===== config.mk =====
export PLATFORM = sky130hd
export DESIGN_NAME = sbox_seq_responder_flat
export DESIGN_NICKNAME = d
export VERILOG_FILES = /design/src/rtl/sbox_seq_responder_if.sv /design/src/rtl/sbox_seq_responder.sv /design/src/flat_wrapper.sv
export SDC_FILE = /design/constraint.sdc
export NUM_CORES = 1
export LEC_CHECK = 0
export CORE_MARGIN = 5
export CORE_UTILIZATION = 40
export DETAILED_ROUTE_END_ITERATION = 12
export PLACE_DENSITY_LB_ADDON = 0.05
export SYNTH_ARGS = -nofsm -noshare
export SYNTH_HDL_FRONTEND = slang
export SYNTH_SLANG_ARGS = --single-unit

===== constraint.sdc =====
create_clock -name clk -period 6.75 [get_ports clk]
set_clock_uncertainty 0.2 [all_clocks]
set_input_delay 2.025 -clock clk [delete_from_list [all_inputs] [get_ports clk]]
set_output_delay 2.025 -clock clk [all_outputs]
set_load 0.02 [all_outputs]

===== src/rtl/sbox_seq_responder_if.sv =====
// Byte lookup bus between the SubBytes engine (master) and an S-box responder (slave).
// Carries the request fields plus the busy/data_valid handshake.
interface sbox_seq_responder_if;
  logic [7:0] addr;
  logic       chip_en;
  logic       read_en;
  logic       en_de;
  logic [7:0] data;
  logic       data_valid;
  logic       busy;

  modport master (
    output addr, chip_en, read_en, en_de,
    input  data, data_valid, busy
  );

  modport slave (
    input  addr, chip_en, read_en, en_de,
    output data, data_valid, busy
  );
endinterface


===== src/rtl/sbox_seq_responder.sv =====
// Table-free AES S-box responder: GF(2^8) inverse via x^254 square-and-multiply
// over seven steps, then the forward affine map (or inverse affine map applied first).
module sbox_seq_responder #(
  parameter bit HOLD_DATA = 1'b1
) (
  input logic                 clk,
  input logic                 rst,
  sbox_seq_responder_if.slave bus
);

  typedef enum logic [1:0] {IDLE, EXP, FIN} state_t;

  localparam logic [7:0] FWD_C = 8'h63;
  localparam logic [7:0] INV_D = 8'h05;

  state_t     state;
  logic [7:0] t;
  logic [7:0] acc;
  logic [7:0] data_q;
  logic [2:0] cnt;
  logic       mode;
  logic       data_valid_q;
  logic       busy_q;

  function automatic logic [7:0] gf_xtime(input logic [7:0] a);
    return a[7] ? ({a[6:0], 1'b0} ^ 8'h1B) : {a[6:0], 1'b0};
  endfunction

  function automatic logic [7:0] gf_mul(input logic [7:0] a, input logic [7:0] b);
    logic [7:0] p;
    logic [7:0] x;
    p = 8'h00;
    x = a;
    for (int i = 0; i < 8; i++) begin
      if (b[i]) p = p ^ x;
      x = gf_xtime(x);
    end
    return p;
  endfunction

  // Squaring is linear in GF(2^8): spread bits to even positions, then reduce by 0x11B.
  function automatic logic [7:0] gf_sq(input logic [7:0] a);
    logic [14:0] s;
    s = 15'h0000;
    for (int i = 0; i < 8; i++) s[2*i] = a[i];
    for (int k = 14; k >= 8; k--) begin
      if (s[k]) s = s ^ (15'h011B << (k - 8));
    end
    return s[7:0];
  endfunction

  function automatic logic [7:0] fwd_affine(input logic [7:0] b);
    logic [7:0] r;
    r = 8'h00;
    for (int i = 0; i < 8; i++) begin
      r[i] = b[i] ^ b[(i + 4) % 8] ^ b[(i + 5) % 8] ^ b[(i + 6) % 8]
           ^ b[(i + 7) % 8] ^ FWD_C[i];
    end
    return r;
  endfunction

  function automatic logic [7:0] inv_affine(input logic [7:0] b);
    logic [7:0] r;
    r = 8'h00;
    for (int i = 0; i < 8; i++) begin
      r[i] = b[(i + 2) % 8] ^ b[(i + 5) % 8] ^ b[(i + 7) % 8] ^ INV_D[i];
    end
    return r;
  endfunction

  // acc accumulates x^2 * x^4 * ... * x^128 = x^254, which is also 0 for input 0.
  always_ff @(posedge clk or posedge rst) begin
    if (rst) begin
      state        <= IDLE;
      t            <= 8'h00;
      acc          <= 8'h01;
      data_q       <= 8'h00;
      cnt          <= 3'd0;
      mode         <= 1'b0;
      data_valid_q <= 1'b0;
      busy_q       <= 1'b0;
    end else begin
      data_valid_q <= 1'b0;
      case (state)
        IDLE: begin
          if (bus.chip_en && bus.read_en && !busy_q) begin
            mode   <= bus.en_de;
            t      <= bus.en_de ? inv_affine(bus.addr) : bus.addr;
            acc    <= 8'h01;
            busy_q <= 1'b1;
            cnt    <= 3'd0;
            state  <= EXP;
          end
        end
        EXP: begin
          t   <= gf_sq(t);
          acc <= gf_mul(acc, gf_sq(t));
          cnt <= cnt + 3'd1;
          if (cnt == 3'd6) state <= FIN;
        end
        FIN: begin
          data_q       <= mode ? acc : fwd_affine(acc);
          data_valid_q <= 1'b1;
          busy_q       <= 1'b0;
          state        <= IDLE;
        end
        default: state <= IDLE;
      endcase
    end
  end

  assign bus.busy       = busy_q;
  assign bus.data_valid = data_valid_q;
  assign bus.data       = (HOLD_DATA || data_valid_q) ? data_q : 8'h00;

endmodule


===== src/flat_wrapper.sv =====
// flat-port wrapper written by rule: the top's interface ports become plain ports
module sbox_seq_responder_flat 
#(
  parameter bit HOLD_DATA = 1'b1
)
  (clk, rst, bus_addr, bus_chip_en, bus_read_en, bus_en_de, bus_data, bus_data_valid, bus_busy);
  sbox_seq_responder_if bus_i ();
  input logic clk;
  input logic rst;
  input wire logic [$bits(bus_i.addr)-1:0] bus_addr;
  input wire logic [$bits(bus_i.chip_en)-1:0] bus_chip_en;
  input wire logic [$bits(bus_i.read_en)-1:0] bus_read_en;
  input wire logic [$bits(bus_i.en_de)-1:0] bus_en_de;
  output wire logic [$bits(bus_i.data)-1:0] bus_data;
  output wire logic [$bits(bus_i.data_valid)-1:0] bus_data_valid;
  output wire logic [$bits(bus_i.busy)-1:0] bus_busy;
  assign bus_i.addr = bus_addr;
  assign bus_i.chip_en = bus_chip_en;
  assign bus_i.read_en = bus_read_en;
  assign bus_i.en_de = bus_en_de;
  assign bus_data = bus_i.data;
  assign bus_data_valid = bus_i.data_valid;
  assign bus_busy = bus_i.busy;
  sbox_seq_responder #(.HOLD_DATA(HOLD_DATA)) u_core (.clk(clk), .rst(rst), .bus(bus_i));
endmodule

==> results of run 1 <==
## Yosys cell counts, drive strengths merged (2+ instances only)
cell type | count | share of area (%)
a22oi | 6 | 1.3
o21ai | 32 | 4.7
o221ai | 4 | 1.0
a21oi | 14 | 2.2
xor2 | 22 | 5.7
o2111a | 2 | 0.67
xnor3 | 13 | 8.7
buf | 17 | 3.5
xor3 | 2 | 1.4
xnor2 | 71 | 19
o22ai | 4 | 0.74
nor4 | 3 | 0.55
nand3 | 10 | 1.5
inv | 7 | 0.78
and2 | 3 | 0.55
nor2 | 45 | 5.0
dfrtp | 31 | 23
a2111oi | 2 | 0.70
ha | 2 | 0.74
nand3b | 2 | 0.44
nor2b | 2 | 0.37
o31ai | 2 | 0.44
nor3 | 7 | 1.0
clkbuf | 15 | 1.7
or3 | 3 | 0.55
nand2b | 3 | 0.55
a211oi | 4 | 0.89
nand2 | 43 | 4.8
mux2i | 10 | 3.0
## sequential cells by signal, indices dropped and copies added, names as in the netlist
signal / flops
u_core.state: 2
u_core.bus.busy: 1
u_core.mode: 1
u_core.bus.data_valid: 1
u_core.t: 8
u_core.acc: 8
u_core.bus.data: 8
u_core.cnt: 3
## per-stage QoR
step                      setup slack (ns)  hold slack (ns)  instance area [um^2]  util [%]  instances
after CTS                             3.18            0.291                  3680      44.7        504
final                                 3.18            0.283                  3680      44.7        504
after detailed placement              2.87            0.274                  3580      43.6        496
after global routing                  3.08            0.310                  3680      44.7        504
after floorplan                       3.51            0.256                  3380         -        398
after global placement                2.89            0.264                  3580      43.6        496
## cell type report
class / instances / area (um^2)
Clock buffer: 7 / 86.3
Clock inverter: 1 / 7.51
Fill cell: 800 / 4540
Inverter: 8 / 30.0
Multi-Input combinational cell: 326 / 2380
Sequential cell: 32 / 802
Tap cell: 105 / 131
Timing Repair Buffer: 25 / 243
## cell families after synthesis
| family | synth area share (%) |
|---|---|
| simple gates | 16.0 |
| xor+xnor | 34.7 |
| compound gates | 15.5 |
| buf+inv | 6.03 |
| flops | 23.7 |
| mux | 3.29 |
| fa+ha+maj | 0.740 |
## final timing paths
| path | depth (start not counted) | to | from | slack (ns) |
|---|---|---|---|---|
| max | 6 | u_core.t[2] | bus_read_en | 3.18 |
| min | 2 | u_core.bus.data[3] | u_core.bus.data[3] | 0.28 |
| max reg2reg | 6 | u_core.acc[0] | u_core.t[5] | 3.44 |
| min reg2reg | 2 | u_core.bus.data[3] | u_core.bus.data[3] | 0.28 |
| max in group asynchronous | 3 | u_core.acc[0] | rst | 4.10 |
| min in group asynchronous | 3 | u_core.bus.data[3] | rst | 1.92 |
## cell usage in the layout, fill, tap and decap left out, drive strengths merged, types with 3 or more instances in the layout
cell type,Yosys,final
dfrtp,31,31
xnor3,13,13
or3,3,3
xnor2,71,71
inv,7,7
nor4,3,3
clkdlybuf4s50,0,22
nand2b,3,3
mux2i,10,10
xor2,22,22
o22ai,4,4
o21ai,32,32
nor3,7,7
nand2,43,43
a211oi,4,4
nor2,45,45
buf,17,3
o221ai,4,4
a21oi,14,14
a22oi,6,6
and2,3,3
clkbuf,15,7
nand3,10,10
## worst max-delay path: cells and delay by family
family / cells / cell delay (ns)
simple gates: 2 / 0.67
buf+inv: 1 / 0.45
compound gates: 3 / 0.42
## routing by layer
metal / share of wire, % / up-vias
met4: 2.3 / 0
met3: 3.1 / 13
met1: 48 / 1304
met5: 0 / -
li1: - / 1353
met2: 47 / 56
==> reports/results.txt, run 1 <==
Row Count -> 33
Synth Register Bits -> 32
Final hold vios -> 0
DRT iter0 DRCs -> 133
Max incr delay on CP -> 0.57 ns
Area Growth Syn to Fin -> 8.69%
Setup_tns -> 0 ns
Global route overflow -> 0
Setup bufs post-CTS -> 0
RSZ-0062 raised after global routing -> false
DRC viols -> 0
Status -> finished, final reports clean
Nets -> 413
GR Util All Layers -> 17.0%
Met2 global-route usage -> 27.8%
Syn Inst Count -> 398
Root buffer cell -> clkbuf_8
Detail Route Antenna Nets -> 0
Tcrit/Tclk final -> 52.9%
Die Y -> 102 um
Share of cells above drive strength 1 -> 4.01%
Largest net degree at the start of global routing -> 33
Startpoint types -> input port
Critical path, cell by cell -> clkdlybuf4s50_1 > nand3b_1 > or3_1 > a211oi_1 > a21oi_1 > o21ai_0
Endpoint type of the worst setup path -> flip-flop
F_max -> 280 MHz
CTS Sinks -> 32
Initial antenna violation count -> 0
Slew HR -> 16.1%
Number of synthesized flops with an enable pin -> 0
Mapped Area -> 0.00338 mm^2
I/O Pins -> 23
Initial core utilization -> 41.2%
First-pass GRT wire length -> 13.5 mm
Sequential element share of the synthesized area -> 23.7%
Number of unique standard cell types used by synthesis -> 54
Max Cap Violations -> 0
Syn_area_per_cell -> 8.50 um^2
Crit path max fanout -> 15
Antenna cells -> 0
Met1 Use GR -> 23.1%
CTS buffer count -> 5
Synthesized net count -> 413
Critical path arrival -> 3.57 ns
HPWL after DPL -> 6.00 mm
Top FF cell, synth -> dfrtp_1
Crit-path slowest cell -> or3_1
Clk Latency, worst-skew pair -> 0.29 ns
Vias in the first global route -> 2576
Vias/cell -> 5.41
Hold Crit Class -> reg2reg
CTS Hold Buffers Added -> 0
Placeable Area -> 0.00822 mm^2
Critical path data required time -> 6.76 ns
Die W -> 102 um
Vias -> 2726
DRT Pass-1 Iters -> 4
Gr busiest metal -> met2
DRT Wirelength -> 8.43 mm
Measured slew at the worst slew-check pin -> 1.25 ns
CTS max path bufs -> 2
Port-buffer cells -> 22
Syn. warnings -> 0
Setup CP Type -> in2reg
Die ar. -> 0.0104 mm^2
Slew Limit Fails -> 0
Final setup viols -> 0
Asr flop ratio synth -> 100%
PostCTS Resize Cnt -> 0
Met3 usage in global routing -> 2.87%
GP Congestion -> 0.844
Average wire per standard cell -> 16.7 um
CTS H-tree depth -> 2
CTS tree -> done
Post-route minimum period -> 3.57 ns
Clk slew on worst S/H paths -> 0.07 ns
Power of run 1 is not shown: default switching activity piles up to over one toggle a cycle in this logic, so the estimate is an artifact.
==> inputs of run 2 (changes only) <==
==> constraint.sdc (replaced) <==
create_clock -name clk -period 3.7 [get_ports clk]
set_clock_uncertainty 0.2 [all_clocks]
set_input_delay 1.11 -clock clk [delete_from_list [all_inputs] [get_ports clk]]
set_output_delay 1.11 -clock clk [all_outputs]
set_load 0.02 [all_outputs]
==> reports/results.txt, run 2 (synthesized netlist as in run 1, its figures left out) <==
Met1 Use GR -> 26.1% (was 23.1%)
GR Util All Layers -> 19.0% (was 17.0%)
DRT Pass-1 Iters -> 4 (unchanged)
Setup_tns -> 0 ns (unchanged)
R2R setup slack -> 0.72 ns (was 3.44 ns)
PostCTS Resize Cnt -> 0 (unchanged)
Largest net degree at the start of global routing -> 22 (was 33)
Met3 usage in global routing -> 3.28% (was 2.87%)
Placeable Area -> 0.00822 mm^2 (unchanged)
Critical path arrival -> 2.98 ns (was 3.57 ns)
Vias/cell -> 5.31 (was 5.41)
Clk Latency, worst-skew pair -> 0.29 ns (about the same)
Hold Path Sink -> u_core.bus.data[1] (was u_core.bus.data[3])
Slew HR -> 30.1% (was 16.1%)
R2R cell count -> 6 (unchanged)
Max incr delay on CP -> 0.90 ns (was 0.57 ns)
Setup bufs post-CTS -> 0 (unchanged)
Vias in the first global route -> 2758 (was 2576)
Antenna cells -> 0 (unchanged)
Crit-path slowest cell -> xnor2_1 (was or3_1)
I/O Pins -> 23 (unchanged)
Gr busiest metal -> met2 (unchanged)
F_max -> 335 MHz
CTS Sinks -> 32 (unchanged)
First-pass GRT wire length -> 15.1 mm (was 13.5 mm)
RSZ-0062 raised after global routing -> false (unchanged)
CTS Hold Buffers Added -> 0 (unchanged)
Row Count -> 33 (unchanged)
CTS max path bufs -> 2 (unchanged)
Worst path buffer plus inverter count -> 0 (was 1)
CTS tree -> done (unchanged)
Hold Crit Class -> reg2reg (unchanged)
RR Endpoint -> u_core.acc[0] (unchanged)
Die ar. -> 0.0104 mm^2 (unchanged)
Detail Route Antenna Nets -> 0 (unchanged)
Final setup viols -> 0 (unchanged)
Root buffer cell -> clkbuf_8 (unchanged)
Global route overflow -> 0 (unchanged)
CP delay by family, top -> compound AO/OA/AOI/OAI gates (was simple AND/OR/NAND/NOR gates)
DRT Wirelength -> 9.08 mm (was 8.43 mm)
Crit path max fanout -> 13 (was 15)
Nets -> 428 (was 413)
Die W -> 102 um (unchanged)
CTS H-tree depth -> 2 (unchanged)
Area Growth Syn to Fin -> 12.0% (was 8.69%)
Met2 global-route usage -> 31.8% (was 27.8%)
Slew Limit Fails -> 0 (unchanged)
HPWL after DPL -> 6.78 mm (was 6.00 mm)
Critical path data required time -> 3.70 ns (was 6.76 ns)
Critical path, cell by cell -> xnor2_1 > o22ai_1 > a221o_1 > o21a_1 > o2111a_1 > a2111oi_2 (was clkdlybuf4s50_1 > nand3b_1 > or3_1 > a211oi_1 > a21oi_1 > o21ai_0)
Measured slew at the worst slew-check pin -> 1.04 ns (was 1.25 ns)
Post-route minimum period -> 2.98 ns
Initial core utilization -> 41.2% (unchanged)
Setup CP Type -> reg2reg (was in2reg)
Average wire per standard cell -> 17.5 um (was 16.7 um)
Status -> finished, final reports clean (unchanged)
Tcrit/Tclk final -> 80.7%
Commonest non-fill, non-tap cell in the layout -> xnor2_1 (unchanged)
Max Cap Violations -> 0 (unchanged)
Most frequent cells in the layout -> 70 x xnor2_1, 45 x nor2_1, 43 x nand2_1, 31 x o21ai_0, 31 x dfrtp_1 (unchanged)
Port-buffer cells -> 22 (unchanged)
Endpoint type of the worst setup path -> flip-flop (unchanged)
Worst r2r src -> u_core.t[5] (unchanged)
Die Y -> 102 um (unchanged)
Worst hold path cell count -> 2 (unchanged)
DRC viols -> 0 (unchanged)
CTS buffer count -> 5 (unchanged)
Vias -> 2756 (was 2726)
Clk slew on worst S/H paths -> 0.07 ns (about the same)
Final hold vios -> 0 (unchanged)
DRT iter0 DRCs -> 148 (was 133)
GP Congestion -> 0.844 (about the same)
Worst min-delay path startpoint -> u_core.bus.data[1] (was u_core.bus.data[3])
Initial antenna violation count -> 0 (unchanged)
Share of cells above drive strength 1 -> 7.49% (was 4.01%)
Startpoint types -> flip-flop (was input port)
## run 2: final cells by class
cell class / instances / area, um^2
clock inverter: 1 / 7.51
tap: 105 / 131
fill: 862 / 4430
sequential: 32 / 802
clock buffer: 7 / 86.3
inverter: 8 / 30.0
timing repair buffer: 40 / 355
multi-input combinational: 326 / 2380
## run 2: worst max-delay path by stage
stage | from | end | slack (ns) | cells past startpoint
floorplan | u_core.acc[7] | u_core.acc[0] | 1.17 | 8
global placement | bus_read_en | u_core.t[5] | 0.63 | 5
detailed placement | bus_read_en | u_core.t[5] | 0.65 | 5
CTS | u_core.t[6] | u_core.acc[0] | 0.74 | 7
global route | u_core.t[6] | u_core.acc[3] | 0.49 | 7
finish | u_core.t[5] | u_core.acc[0] | 0.72 | 6
## run 2: through the flow
step	setup slack (ns)	utilization (%)	cells	area (um^2)	hold slack (ns)
after global routing	0.486	46.1	519	3790	0.316
after CTS	0.737	46.1	519	3790	0.288
after global placement	0.635	45.0	511	3690	0.264
final	0.716	46.1	519	3790	0.278
after detailed placement	0.654	45.0	511	3690	0.272
after floorplan	1.17	-	398	3380	0.256
## run 2: per-layer routing
metal | share of wire (%) | up-vias
met5 | 0 | -
met4 | 1.1 | 0
met3 | 4.9 | 9
met2 | 48 | 67
met1 | 46 | 1289
li1 | - | 1391
## run 2: worst min-delay path, delay by kind of cell, from the launching register on
family          cells  cell delay (ns)
simple gates        1             0.05
compound gates      1             0.06
flops               1             0.34
Power of run 2 is left out for the same reason.
==> inputs of run 3 (changes only) <==
==> constraint.sdc (replaced) <==
create_clock -name clk -period 3.1 [get_ports clk]
set_clock_uncertainty 0.2 [all_clocks]
set_input_delay 0.93 -clock clk [delete_from_list [all_inputs] [get_ports clk]]
set_output_delay 0.93 -clock clk [all_outputs]
set_load 0.02 [all_outputs]
==> reports/results.txt, run 3 (synthesized netlist as in run 1, its figures left out) <==
CTS max path bufs -> 2 (unchanged)
Initial core utilization -> 41.2% (unchanged)
Hold Crit Class -> reg2reg (unchanged)
Die Y -> 102 um (unchanged)
Detail Route Antenna Nets -> 0 (unchanged)
Largest net degree at the start of global routing -> 33 (was 22)
Critical path data required time -> 3.09 ns (was 3.70 ns)
Crit-path slowest cell -> xnor3_1 (was xnor2_1)
Average wire per standard cell -> 16.9 um (was 17.5 um)
Status -> finished, final reports clean (unchanged)
Tcrit/Tclk final -> 90.5% (was 80.7%)
FILL cells -> 809 (was 862)
Global route overflow -> 0 (unchanged)
Placed cells -> 522 (was 511)
Die ar. -> 0.0104 mm^2 (unchanged)
Commonest non-fill, non-tap cell in the layout -> xnor2_1 (unchanged)
F_max -> 356 MHz (was 335 MHz)
Hold_ws -> 0.277 ns (was 0.278 ns)
Placeable Area -> 0.00822 mm^2 (unchanged)
DRT iter0 DRCs -> 125 (was 148)
Clk Latency, worst-skew pair -> 0.29 ns (about the same)
Vias in the first global route -> 2848 (was 2758)
Root buffer cell -> clkbuf_8 (unchanged)
GP Congestion -> 0.812 (was 0.844)
Startpoint types -> flip-flop (unchanged)
Final hold vios -> 0 (unchanged)
Area Growth Syn to Fin -> 14.3% (was 12.0%)
DRT Pass-1 Iters -> 4 (unchanged)
DRC viols -> 0 (unchanged)
Vias -> 2801 (was 2756)
CTS buffer count -> 5 (unchanged)
Crit path max fanout -> 11 (was 13)
Vias/cell -> 5.29 (was 5.31)
GR Util All Layers -> 18.4% (was 19.0%)
I/O Pins -> 23 (unchanged)
Most frequent cells in the layout -> 69 x xnor2_1, 45 x nor2_1, 43 x nand2_1, 31 x o21ai_0, 31 x dfrtp_1 (was 70 x xnor2_1, 45 x nor2_1, 43 x nand2_1, 31 x o21ai_0, 31 x dfrtp_1)
Post-route minimum period -> 2.81 ns (was 2.98 ns)
Die W -> 102 um (unchanged)
Most used cell, CP -> xnor2_1
Clk slew on worst S/H paths -> 0.07 ns (about the same)
Measured slew at the worst slew-check pin -> 0.746 ns (was 1.04 ns)
Port-buffer cells -> 22 (unchanged)
Endpoint type of the worst setup path -> flip-flop (unchanged)
Share of cells above drive strength 1 -> 10.1% (was 7.49%)
Antenna cells -> 0 (unchanged)
Max Cap Violations -> 0 (unchanged)
Nets -> 439 (was 428)
Critical path arrival -> 2.79 ns (was 2.98 ns)
Final setup viols -> 0 (unchanged)
HPWL after DPL -> 6.79 mm (was 6.78 mm)
Sequential Area -> 802 um^2 (unchanged)
Area of the multi-input gates -> 0.00238 mm^2 (about the same)
Initial antenna violation count -> 0 (unchanged)
Slew Limit Fails -> 0 (unchanged)
CTS tree -> done (unchanged)
Finished Layout Cells -> 529 (was 519)
CTS H-tree depth -> 2 (unchanged)
Slew HR -> 49.9% (was 30.1%)
DRT Wirelength -> 8.94 mm (was 9.08 mm)
Setup CP Type -> reg2reg (unchanged)
First-pass GRT wire length -> 15.0 mm (was 15.1 mm)
Max incr delay on CP -> 0.69 ns (was 0.90 ns)
Row Count -> 33 (unchanged)
CTS Sinks -> 32 (unchanged)
Critical path, cell by cell -> xnor3_1 > nor2b_1 > xnor2_1 > xnor2_1 > nor3_1 > nor4_1 > a2111oi_2 (was xnor2_1 > o22ai_1 > a221o_1 > o21a_1 > o2111a_1 > a2111oi_2)
Setup_tns -> 0 ns (unchanged)
RSZ-0062 raised after global routing -> false (unchanged)
CTS Hold Buffers Added -> 0 (unchanged)
-- run 3: cell types whose count changed in the layout (fill, tap and decap cells not counted) --
cell      change
xnor2_1       -1
clkbuf_8      -1
xnor2_2       +1
clkinv_2      +1
clkbuf_1      -1
buf_4        +11
-- run 3: what timing repair did --
| action | 4_1_cts | 5_1_grt |
|---|---|---|
| endpoints found under the setup margin | 0 | 1 |
| gates resized for setup | 0 | 1 |
| buffers inserted | 0 | 0 |
-- run 3: metrics by stage --
stage	area, um^2	util [%]	worst slack (ns)
global route	3870	47.1	0.0410
floorplan	3380	-	0.573
detailed placement	3780	46.0	0.244
finish	3870	47.1	0.294
global placement	3780	46.0	0.253
CTS	3860	47.0	0.297
-- run 3: worst paths after layout --
check                              startpoint               endpoint  slack (ns)  cells after the start
max in group asynchronous                 rst          u_core.acc[0]        1.51                      3
hold reg to reg            u_core.bus.data[6]     u_core.bus.data[6]        0.28                      2
setup reg to reg                  u_core.t[7]          u_core.acc[0]        0.29                      7
min in group asynchronous                 rst  u_core.bus.data_valid        0.84                      3
setup / recovery                  u_core.t[7]          u_core.acc[0]        0.29                      7
hold / removal             u_core.bus.data[6]     u_core.bus.data[6]        0.28                      2
-- run 3: routing by layer --
metal  routed length (um)  up-vias  global-route usage (%)
met5                    0        -                       0
met4                  114        0                    3.83
met3                  375       10                    2.73
met2                 4310       54                    30.8
met1                 4140     1336                    25.4
li1                     -     1401                       -
-- run 3: final cells by class --
| cell class | instances | share of cell area [%] |
|---|---|---|
| Sequential cell | 32 | 20.7 |
| Timing Repair Buffer | 51 | 11.3 |
| Clock inverter | 2 | 0.324 |
| Inverter | 8 | 0.777 |
| Clock buffer | 5 | 1.78 |
| Multi-Input combinational cell | 326 | 61.7 |
| Tap cell | 105 | 3.40 |
-- run 3: critical path: cells and delay by family (launching register included) --
kind	cells	cell delay, ns
flip-flops	1	0.54
AO/OA/AOI/OAI	1	0.33
XOR/XNOR	3	0.96
AND/OR/NAND/NOR	3	0.67
Power of run 3 is left out for the same reason.
